`src/rtl/ctrl_check_monitor.sv`:
```
// Checks decoder control outputs against the expected table for each retiring instruction; outputs update one cycle after the sample.
// No backpressure: one instruction is accepted per valid cycle while running, and valid is ignored once halted.
module ctrl_check_monitor #(
    parameter int DATA_WIDTH   = 32,
    parameter int CNT_WIDTH    = 16,
    parameter int TRACE_DEPTH  = 8,
    parameter bit STOP_ON_FAIL = 1'b1
) (
    input  logic                           clk,
    input  logic                           rst,
    input  logic                           valid,
    input  logic                           clear,
    input  logic [DATA_WIDTH-1:0]          pc,
    input  logic [6:0]                     opcode,
    input  logic                           branch,
    input  logic                           take,
    input  logic                           mem_write,
    input  logic                           alu_src_a,
    input  logic                           alu_src_b,
    input  logic [1:0]                     result_mux,
    output logic                           done,
    output logic                           fail,
    output logic                           halted,
    output logic [DATA_WIDTH-1:0]          fail_pc,
    output logic [6:0]                     fail_opcode,
    output logic [6:0]                     fail_mask,
    output logic [CNT_WIDTH-1:0]           insn_count,
    output logic [CNT_WIDTH-1:0]           err_count,
    input  logic [$clog2(TRACE_DEPTH)-1:0] trace_idx,
    output logic [DATA_WIDTH-1:0]          trace_pc
);
    localparam int IW = $clog2(TRACE_DEPTH);

    localparam logic [6:0] OP_LUI    = 7'b0110111;
    localparam logic [6:0] OP_AUIPC  = 7'b0010111;
    localparam logic [6:0] OP_JAL    = 7'b1101111;
    localparam logic [6:0] OP_JALR   = 7'b1100111;
    localparam logic [6:0] OP_BRANCH = 7'b1100011;
    localparam logic [6:0] OP_LOAD   = 7'b0000011;
    localparam logic [6:0] OP_STORE  = 7'b0100011;
    localparam logic [6:0] OP_ALU    = 7'b0110011;
    localparam logic [6:0] OP_ALUI   = 7'b0010011;
    localparam logic [6:0] OP_SYSTEM = 7'b1110011;

    typedef enum logic [1:0] {RUN, DONE, FAILED} state_t;

    state_t                  state_q;
    logic                    done_q, fail_q, halted_q;
    logic [DATA_WIDTH-1:0]   fail_pc_q;
    logic [6:0]              fail_opcode_q, fail_mask_q;
    logic [CNT_WIDTH-1:0]    insn_cnt_q, insn_cnt_d, err_cnt_q, err_cnt_d;
    logic [IW-1:0]           wptr_q, rd_ptr;
    logic [DATA_WIDTH-1:0]   trace_q [TRACE_DEPTH];

    logic                    exp_b, exp_t, exp_mw, exp_a, exp_bs;
    logic [1:0]              exp_rm;
    logic                    is_branch, is_system, illegal, bt_bad;
    logic [6:0]              check_mask;

    always_comb begin
        exp_b = 1'b0; exp_t = 1'b0; exp_mw = 1'b0; exp_rm = 2'b00; exp_a = 1'b0; exp_bs = 1'b1;
        is_branch = 1'b0;
        is_system = 1'b0;
        illegal   = 1'b0;
        case (opcode)
            OP_LUI:    ;
            OP_AUIPC:  exp_a = 1'b1;
            OP_JAL:    begin exp_b = 1'b1; exp_t = 1'b1; exp_rm = 2'b01; exp_a = 1'b1; end
            OP_JALR:   begin exp_b = 1'b1; exp_t = 1'b1; exp_rm = 2'b01; end
            OP_BRANCH: begin is_branch = 1'b1; exp_a = 1'b1; end
            OP_LOAD:   exp_rm = 2'b10;
            OP_STORE:  exp_mw = 1'b1;
            OP_ALU:    exp_bs = 1'b0;
            OP_ALUI:   ;
            OP_SYSTEM: is_system = 1'b1;
            default:   illegal = 1'b1;
        endcase
    end

    // A conditional branch may go either way, but taking one without branch asserted is flagged on both bits.
    assign bt_bad = take & ~branch;

    always_comb begin
        check_mask = '0;
        if (illegal) begin
            check_mask = 7'b1000000;
        end else if (!is_system) begin
            check_mask = {1'b0,
                          alu_src_b ^ exp_bs,
                          alu_src_a ^ exp_a,
                          result_mux != exp_rm,
                          mem_write ^ exp_mw,
                          is_branch ? bt_bad : (take ^ exp_t),
                          is_branch ? bt_bad : (branch ^ exp_b)};
        end
    end

    assign insn_cnt_d = (&insn_cnt_q) ? insn_cnt_q : insn_cnt_q + CNT_WIDTH'(1);
    assign err_cnt_d  = (&err_cnt_q)  ? err_cnt_q  : err_cnt_q + CNT_WIDTH'(1);

    always_ff @(posedge clk) begin
        if (rst || clear) begin
            state_q       <= RUN;
            done_q        <= 1'b0;
            fail_q        <= 1'b0;
            halted_q      <= 1'b0;
            fail_pc_q     <= '0;
            fail_opcode_q <= '0;
            fail_mask_q   <= '0;
            insn_cnt_q    <= '0;
            err_cnt_q     <= '0;
            wptr_q        <= '0;
            for (int i = 0; i < TRACE_DEPTH; i++) begin
                trace_q[i] <= '0;
            end
        end else if (state_q == RUN && valid) begin
            insn_cnt_q      <= insn_cnt_d;
            trace_q[wptr_q] <= pc;
            wptr_q          <= wptr_q + IW'(1);
            if (is_system) begin
                state_q  <= DONE;
                done_q   <= 1'b1;
                halted_q <= 1'b1;
            end else if (check_mask != 7'b0) begin
                err_cnt_q <= err_cnt_d;
                fail_q    <= 1'b1;
                if (!fail_q) begin
                    fail_pc_q     <= pc;
                    fail_opcode_q <= opcode;
                    fail_mask_q   <= check_mask;
                end
                if (STOP_ON_FAIL) begin
                    state_q  <= FAILED;
                    halted_q <= 1'b1;
                end
            end
        end
    end

    // Pointer arithmetic wraps naturally because the depth is a power of two.
    assign rd_ptr = wptr_q - IW'(1) - trace_idx;

    assign done        = done_q;
    assign fail        = fail_q;
    assign halted      = halted_q;
    assign fail_pc     = fail_pc_q;
    assign fail_opcode = fail_opcode_q;
    assign fail_mask   = fail_mask_q;
    assign insn_count  = insn_cnt_q;
    assign err_count   = err_cnt_q;
    assign trace_pc    = trace_q[rd_ptr];

endmodule
```
`config.mk`:
```
export PLATFORM = sky130hd
export DESIGN_NAME = ctrl_check_monitor
export DESIGN_NICKNAME = d
export VERILOG_FILES = /design/src/rtl/ctrl_check_monitor.sv
export SDC_FILE = /design/constraint.sdc
export NUM_CORES = 1
export LEC_CHECK = 0
export CAP_MARGIN = 10
export CORE_AREA = 2 2 251 253
export CTS_BUF_LIST = sky130_fd_sc_hd__clkbuf_8 sky130_fd_sc_hd__clkbuf_16
export DETAILED_ROUTE_END_ITERATION = 8
export DIE_AREA = 0 0 253 255
export GPL_TIMING_DRIVEN = 0
export SLEW_MARGIN = 20
export SYNTH_ARGS = -nofsm -noshare
export SYNTH_HDL_FRONTEND = slang
export SYNTH_SLANG_ARGS = --single-unit
```
`constraint.sdc`:
```
create_clock -name clk -period 6 [get_ports clk]
set_clock_uncertainty 0.2 [all_clocks]
set_input_delay 0.6 -clock clk [delete_from_list [all_inputs] [get_ports clk]]
set_output_delay 0.6 -clock clk [all_outputs]
set_load 0.01 [all_outputs]
```
==> impl_metrics.yaml, run 1 <==
clock_network:
  path_clk_slew_ns: 0.05
  cts_made_buffers: 39
  cts_hold_buf: 0
  cts_resized: 0
  ctsLongestPathBuffers: 3
  clk_latency_ns: 0.55
  cts_tree: "yes"
  h-tree-depth: 2
  cts_sinks: 342
  ctsRootBufferMaster: "clkbuf_16"
  post_cts_buffers: 0
yosys:
  synth_compound_area_share_pct: 4.739
  synth_area_um2: 15260
  yosys-top-cells-area: "edfxtp_1 50%, dfxtp_1 11%, and2_1 11%, mux4_2 9.4%, mux2_2 2.4%"
  yosysTopAreaCell: "edfxtp_1"
  synth_fa_ha_area_share_pct: 0.4591
  synth_edf_count: 256
  yosys.cell_types.count: 54
  synthSimpleGateAreaFrac_pct: 18.05
  synth_xor_area_share_pct: 0.9756
  synth_flop_cell: "edfxtp_1"
  syn-num-nets: 1214
  synth.ff_latch_count: 342
  synth_cells: 1156
  synth_area_per_cell_um2: 13.20
  async_flop_share_pct: 0
  synth_top_family_by_area: "simple AND/OR/NAND/NOR gates"
  ys_warn_count: 0
  muxShareOfSynthArea_pct: 11.87
  synth_top_area_share_pct: 50.37
  yosysSeqAreaShare_pct: 61.65
power:
  sequentialPowerShare_pct: 48.3
  p_int_mw: 4.181
  p_comb_share_pct: 10.3
  pwr-share-clk_pct: 41.3
  p_sw_share_pct: 23.81
  ir_worst_vdd_mv: 0.1610
  power-per-cell-area_nw_per_um2: 281.0
  power.leakage_nw: 6.960
  p_sw_mw: 1.307
placement:
  place_hpwl_mm: 30.87
  dp.cells: 2132
  gp_congestion: 0.8224
  io_buffers: 164
final_layout:
  drive_above_1_share_pct: 13.19
  area_growth_pct: 27.97
  nets: 1432
  fin_util_pct: 31.42
  fin_cells: 2203
global_route:
  grt_antenna_before_repair: 4
  grt_pass1_vias: 10400
  grt_max_degree: 22
  grt_use_total_pct: 13.81
  grt_pass1_wl_mm: 65.74
  overflow: 0
floorplan:
  core_area_um2: 62160
  start_util_pct: 24.55
  dieArea_um2: 64520
  die_y_um: 255
  die_width_um: 253
  io_pins: 166
  row_count: 92
routing:
  wirelength_mm: 44.36
  vias_per_cell: 4.621
  post_drt_wl_per_cell_um: 20.13
  firstDrtPassIters: 4
  num_vias: 10180
  drc: 0
  first_iter_violations: 1040
  ant_nets: 0
worst_setup_path:
  slowest_delay_ns: 0.86
  crit_path_end_kind: "output pin"
  cp.arrival_ns: 4.75
  crit_chain: "clkdlybuf4s50_1 > inv_1 > ha_1 > inv_1 > fa_1 > xor2_1 > xnor2_1 > clkbuf_1 > mux4_2 > mux2_2 > clkdlybuf4s50_1"
  crit_path_max_fanout: 10
  cp_slowest_cell: "xnor2_1"
  cp-start-kind: "input pin"
  cp.required_ns: 5.20
  worstSetupPathType: "in -> out"
sta:
  slew_violations: 0
  finalHoldViolations: 0
  setup_viol: 0
  post-route-period-util_pct: 92.55
  worst_pin_slew_ns: 1.139
  rsz0062_at_grt: "false"
  setup_tns_ns: 0
  max_slew_margin_pct: 24.04
  max_freq_ghz: 0.1801
  fin_crit_ns: 5.553
min_path:
  hold_class: "in -> reg"
status:
  status: "finished clean"
run:
  cap_violations: 0
through the flow:
stage	cell area, um2	total power [mW]	hold slack, ns	setup slack [ns]
global placement	17900	3.249	0.2468	-1.585
CTS	19530	5.563	0.1471	0.4586
floorplan	15260	2.977	0.2377	1.504
finish	19530	5.488	0.1798	0.4468
detailed placement	18330	3.281	0.2558	0.4669
global route	19530	5.686	0.1696	0.3014
final timing paths:
| path | start | end | slack, ns | cells after the start |
|---|---|---|---|---|
| worst min-delay path | opcode[2] | fail_opcode[2]$_SDFFE_PP0P_ | 0.18 | 3 |
| worst min register to register | fail_mask[6]$_SDFFE_PP0P_ | fail_mask[6]$_SDFFE_PP0P_ | 0.26 | 2 |
| worst max-delay path | trace_idx[0] | trace_pc[9] | 0.45 | 11 |
| worst max register to register | state_q[1]$_SDFFE_PP0P_ | trace_q[1][28]$_SDFFCE_PN0P_ | 2.69 | 6 |
Yosys cell counts (all sizes together), types with 2 or more instances:
cell    count
dfxtp      86
mux4       64
nor4        4
and2      259
buf        13
clkbuf     63
a31oi       2
nor3        9
xnor2       9
ha          4
nand3      57
nand4b      2
or3        16
nor2       39
a21oi      25
nand2b      5
o21ai      65
and4        4
or4         8
o31ai      15
edfxtp    256
o31a        4
nand2      63
inv        10
and3        6
mux2       32
xor2        8
nand4      10
power by group through the flow:
stage | combinational (mW) | clock, mW | sequential [mW]
6_report | 0.568 | 2.27 | 2.65
2_1_floorplan | 0.275 | 0 | 2.70
3_5_place_dp | 0.579 | 0 | 2.70
5_1_grt | 0.612 | 2.41 | 2.66
4_1_cts | 0.581 | 2.33 | 2.65
3_3_place_gp | 0.541 | 0 | 2.71
kinds of logic (layout without fill, tap and decap cells):
kind of cell / after synthesis / after routing
adders and majority gates: 5 / 5
and+or+nand+nor: 487 / 487
AOI/OAI and AO/OA: 122 / 122
DFF: 342 / 342
buffers and inverters: 86 / 333
muxes: 97 / 97
other: 0 / 1
xor gates and xnor gates: 17 / 17
per-layer routing:
layer | vias up | GRT usage (%) | share of wire, %
li1 | 4686 | - | -
met1 | 5060 | 17.58 | 42
met5 | - | 0 | 0.095
met3 | 65 | 4.465 | 9.0
met2 | 362 | 22.49 | 47
met4 | 6 | 3.905 | 2.4
layout by cell type, fill, tap and decap left out, types with 3 or more instances in the layout:
| cell | netlist | final |
|---|---|---|
| or3_1 | 16 | 16 |
| clkbuf_16 | 0 | 40 |
| xor2_1 | 8 | 8 |
| inv_6 | 0 | 4 |
| and3_1 | 6 | 6 |
| clkinv_1 | 0 | 4 |
| inv_1 | 10 | 24 |
| o21ai_4 | 0 | 6 |
| nor3_1 | 8 | 8 |
| ha_1 | 4 | 4 |
| o21ai_1 | 4 | 4 |
| mux2_2 | 32 | 32 |
| clkbuf_1 | 63 | 63 |
| clkdlybuf4s50_1 | 0 | 164 |
| buf_2 | 5 | 5 |
| or4_1 | 8 | 8 |
| nand2_1 | 63 | 63 |
| nor2_1 | 39 | 39 |
| clkbuf_8 | 0 | 3 |
| nand2b_1 | 5 | 3 |
| and4_1 | 4 | 4 |
| buf_16 | 0 | 12 |
| edfxtp_1 | 256 | 256 |
| nand3_1 | 57 | 57 |
| o31a_1 | 4 | 4 |
| nand4_1 | 9 | 9 |
| o21ai_0 | 61 | 55 |
| o31ai_1 | 13 | 13 |
| a21oi_1 | 25 | 25 |
| xnor2_1 | 9 | 9 |
| dfxtp_1 | 86 | 86 |
| buf_1 | 5 | 4 |
| mux4_2 | 64 | 64 |
| nor4_1 | 4 | 4 |
| and2_1 | 259 | 259 |
registers in the layout, indices dropped and copies added (netlist names):
register	flops
trace_q	256
fail_pc	32
err_count	16
insn_count	16
fail_mask	7
fail_opcode	7
wptr_q	3
state_q	2
done	1
fail	1
halted	1
critical path: cells and delay by family:
family / cells / cell delay (ns)
mux: 2 / 0.75
buf+inv: 5 / 1.86
xor+xnor: 2 / 1.03
fa+ha+maj: 2 / 0.52
cell type report:
type / instances / area, um2
fillers: 6175 / 42630
flip-flops and latches: 342 / 9409
multi-input cells: 728 / 5580
repair buffers: 177 / 1992
clock buffers: 43 / 1042
well taps: 799 / 999.7
plain buffers: 76 / 307.8
clock inverters: 27 / 157.7
inverters: 10 / 37.54
diodes: 1 / 2.502
Note: power is estimated with default switching activity, not from simulation.
==> inputs of run 2 (changes only) <==
CORE_AREA = 2 2 164 166   (was 2 2 251 253)
CTS_BUF_LIST = sky130_fd_sc_hd__clkbuf_2   (was sky130_fd_sc_hd__clkbuf_8 sky130_fd_sc_hd__clkbuf_16)
DIE_AREA = 0 0 166 168   (was 0 0 253 255)
PLACE_DENSITY = 0.82   (was not set)
==> impl_metrics.yaml, run 2 (same netlist as run 1, synthesis figures left out) <==
status:
  status: "finished clean"
floorplan:
  start_util_pct: 57.92
  die_y_um: 168
  dieArea_um2: 27890
  row_count: 60
  core_area_um2: 26350
  die_width_um: 166
  io_pins: 166
sta:
  rsz0062_at_grt: "false"
  worst_pin_slew_ns: 1.007
  max_freq_ghz: 0.1797
  max_slew_margin_pct: 32.84
  postLayoutSetupSlackWorst_ns: 0.4337
  fin_crit_ns: 5.566
  post-route-period-util_pct: 92.77
  setup_viol: 0
  slew_violations: 0
  finalHoldViolations: 0
final_layout:
  top_register: "trace_q"
  nets: 1474
  largest_reg_flops: 256
  drive_above_1_share_pct: 18.00
  nFillCells: 1779
  final_common_cell: "and2_1"
  area_growth_pct: 20.90
  most-common-layout-cells: "259 x and2_1, 256 x edfxtp_1, 164 x clkdlybuf4s50_1"
power:
  p_sw_mw: 1.248
  p_sw_share_pct: 26.26
  p_int_mw: 3.502
  power-per-cell-area_nw_per_um2: 257.5
  power.leakage_nw: 6.871
  p_comb_share_pct: 11.4
  ir_worst_vdd_mv: 0.1181
  total_power_mw: 4.750
  sequentialPowerShare_pct: 55.8
  pwr-share-clk_pct: 32.8
worst_setup_path:
  worstSetupPathType: "reg -> out"
  crit_path_max_fanout: 10
  cp.arrival_ns: 4.77
  slowest_delay_ns: 0.69
  cp.required_ns: 5.20
  critPathLaunch: "wptr_q[0]$_SDFFE_PP0P_"
  cp_slowest_cell: "clkbuf_1"
  crit_chain: "ha_1 > inv_1 > fa_1 > xor2_1 > xnor2_2 > clkbuf_1 > mux4_2 > mux2_2 > clkdlybuf4s50_1"
  crit_path_end_kind: "output pin"
  cp-start-kind: "flop"
  r2r-start: "state_q[1]$_SDFFE_PP0P_"
routing:
  num_vias: 10620
  drc: 0
  wirelength_mm: 38.44
  ant_nets: 0
  vias_per_cell: 5.818
  post_drt_wl_per_cell_um: 21.05
  firstDrtPassIters: 5
  first_iter_violations: 1031
global_route:
  overflow: 0
  grt_pass1_vias: 10870
  grt_pass1_wl_mm: 59.29
  grt_use_total_pct: 27.77
  grt_max_degree: 20
  grt_antenna_before_repair: 1
clock_network:
  cts_made_buffers: 84
  clk_latency_ns: 0.88
  h-tree-depth: 3
  cts_tree: "yes"
  ctsLongestPathBuffers: 3
  path_clk_slew_ns: 0.11
  post_cts_buffers: 0
  ctsRootBufferMaster: "clkbuf_2"
  cts_sinks: 342
run:
  cap_violations: 0
min_path:
  hp-start: "pc[10]"
  hold_class: "in -> reg"
placement:
  gp_congestion: 0.8725
  place_hpwl_mm: 25.83
  place_ws_ns: 0.5932
  io_buffers: 164
[run 2: critical path, delay by kind of cell (launching register included)]
kind | cells | cell delay (ns)
buffers and inverters | 3 | 1.24
XOR/XNOR | 2 | 0.73
multiplexers | 2 | 0.74
adder cells (fa/ha/maj) | 2 | 0.64
flip-flops | 1 | 0.54
[run 2: final cells by class]
class | count | area, um2 | share of cell area, %
multi-input cells | 728 | 5588 | 30.29
diodes | 2 | 5.005 | 0.02713
clock inverters | 21 | 117.6 | 0.6375
repair buffers | 174 | 1899 | 10.29
well taps | 341 | 426.7 | 2.312
inverters | 10 | 37.54 | 0.2034
flip-flops and latches | 342 | 9409 | 51.00
plain buffers | 76 | 306.5 | 1.661
clock buffers | 132 | 660.6 | 3.581
[run 2: stage by stage]
| step | instance area, um2 | util (%) | std cells | setup TNS, ns | hold WS [ns] |
|---|---|---|---|---|---|
| 6_report | 18450 | 70.02 | 1826 | 0 | 0.2556 |
| 5_1_grt | 18450 | 70.02 | 1826 | 0 | 0.2683 |
| 3_5_place_dp | 17650 | 66.98 | 1670 | 0 | 0.2528 |
| 2_1_floorplan | 15260 | - | 1156 | 0 | 0.2377 |
| 4_1_cts | 18440 | 69.97 | 1824 | 0 | 0.1988 |
| 3_3_place_gp | 17330 | 65.76 | 1661 | -134.49 | 0.2437 |
[run 2: final timing paths]
kind                                                    end  cells after the start  slack (ns)
worst max-delay path                           trace_pc[11]                      9        0.43
worst min-delay path               fail_pc[10]$_SDFFE_PP0P_                      3        0.26
worst max register to register  trace_q[0][7]$_SDFFCE_PN0P_                      7        2.65
worst min register to register     fail_pc[12]$_SDFFE_PP0P_                      2        0.27
[run 2: power groups by stage]
stage / clock network, mW / logic [mW] / registers (mW)
final: 1.56 / 0.543 / 2.65
after global routing: 1.68 / 0.577 / 2.66
after CTS: 1.57 / 0.542 / 2.65
after detailed placement: 0 / 0.539 / 2.70
after global placement: 0 / 0.506 / 2.71
after floorplan: 0 / 0.275 / 2.70
[run 2: metal layers]
layer,global-route usage (%),routed length [um],vias to the layer above
met5,0,0,-
met4,11.19,1000,0
met3,8.721,4175,75
met2,45.64,18870,550
met1,34.58,14400,5172
li1,-,-,4826
[run 2: what timing repair did]
| item | 4_1_cts | 5_1_grt |
|---|---|---|
| gates resized for setup | 0 | 0 |
| hold buffers | 1 | 0 |
| hold endpoints to repair | 1 | 0 |
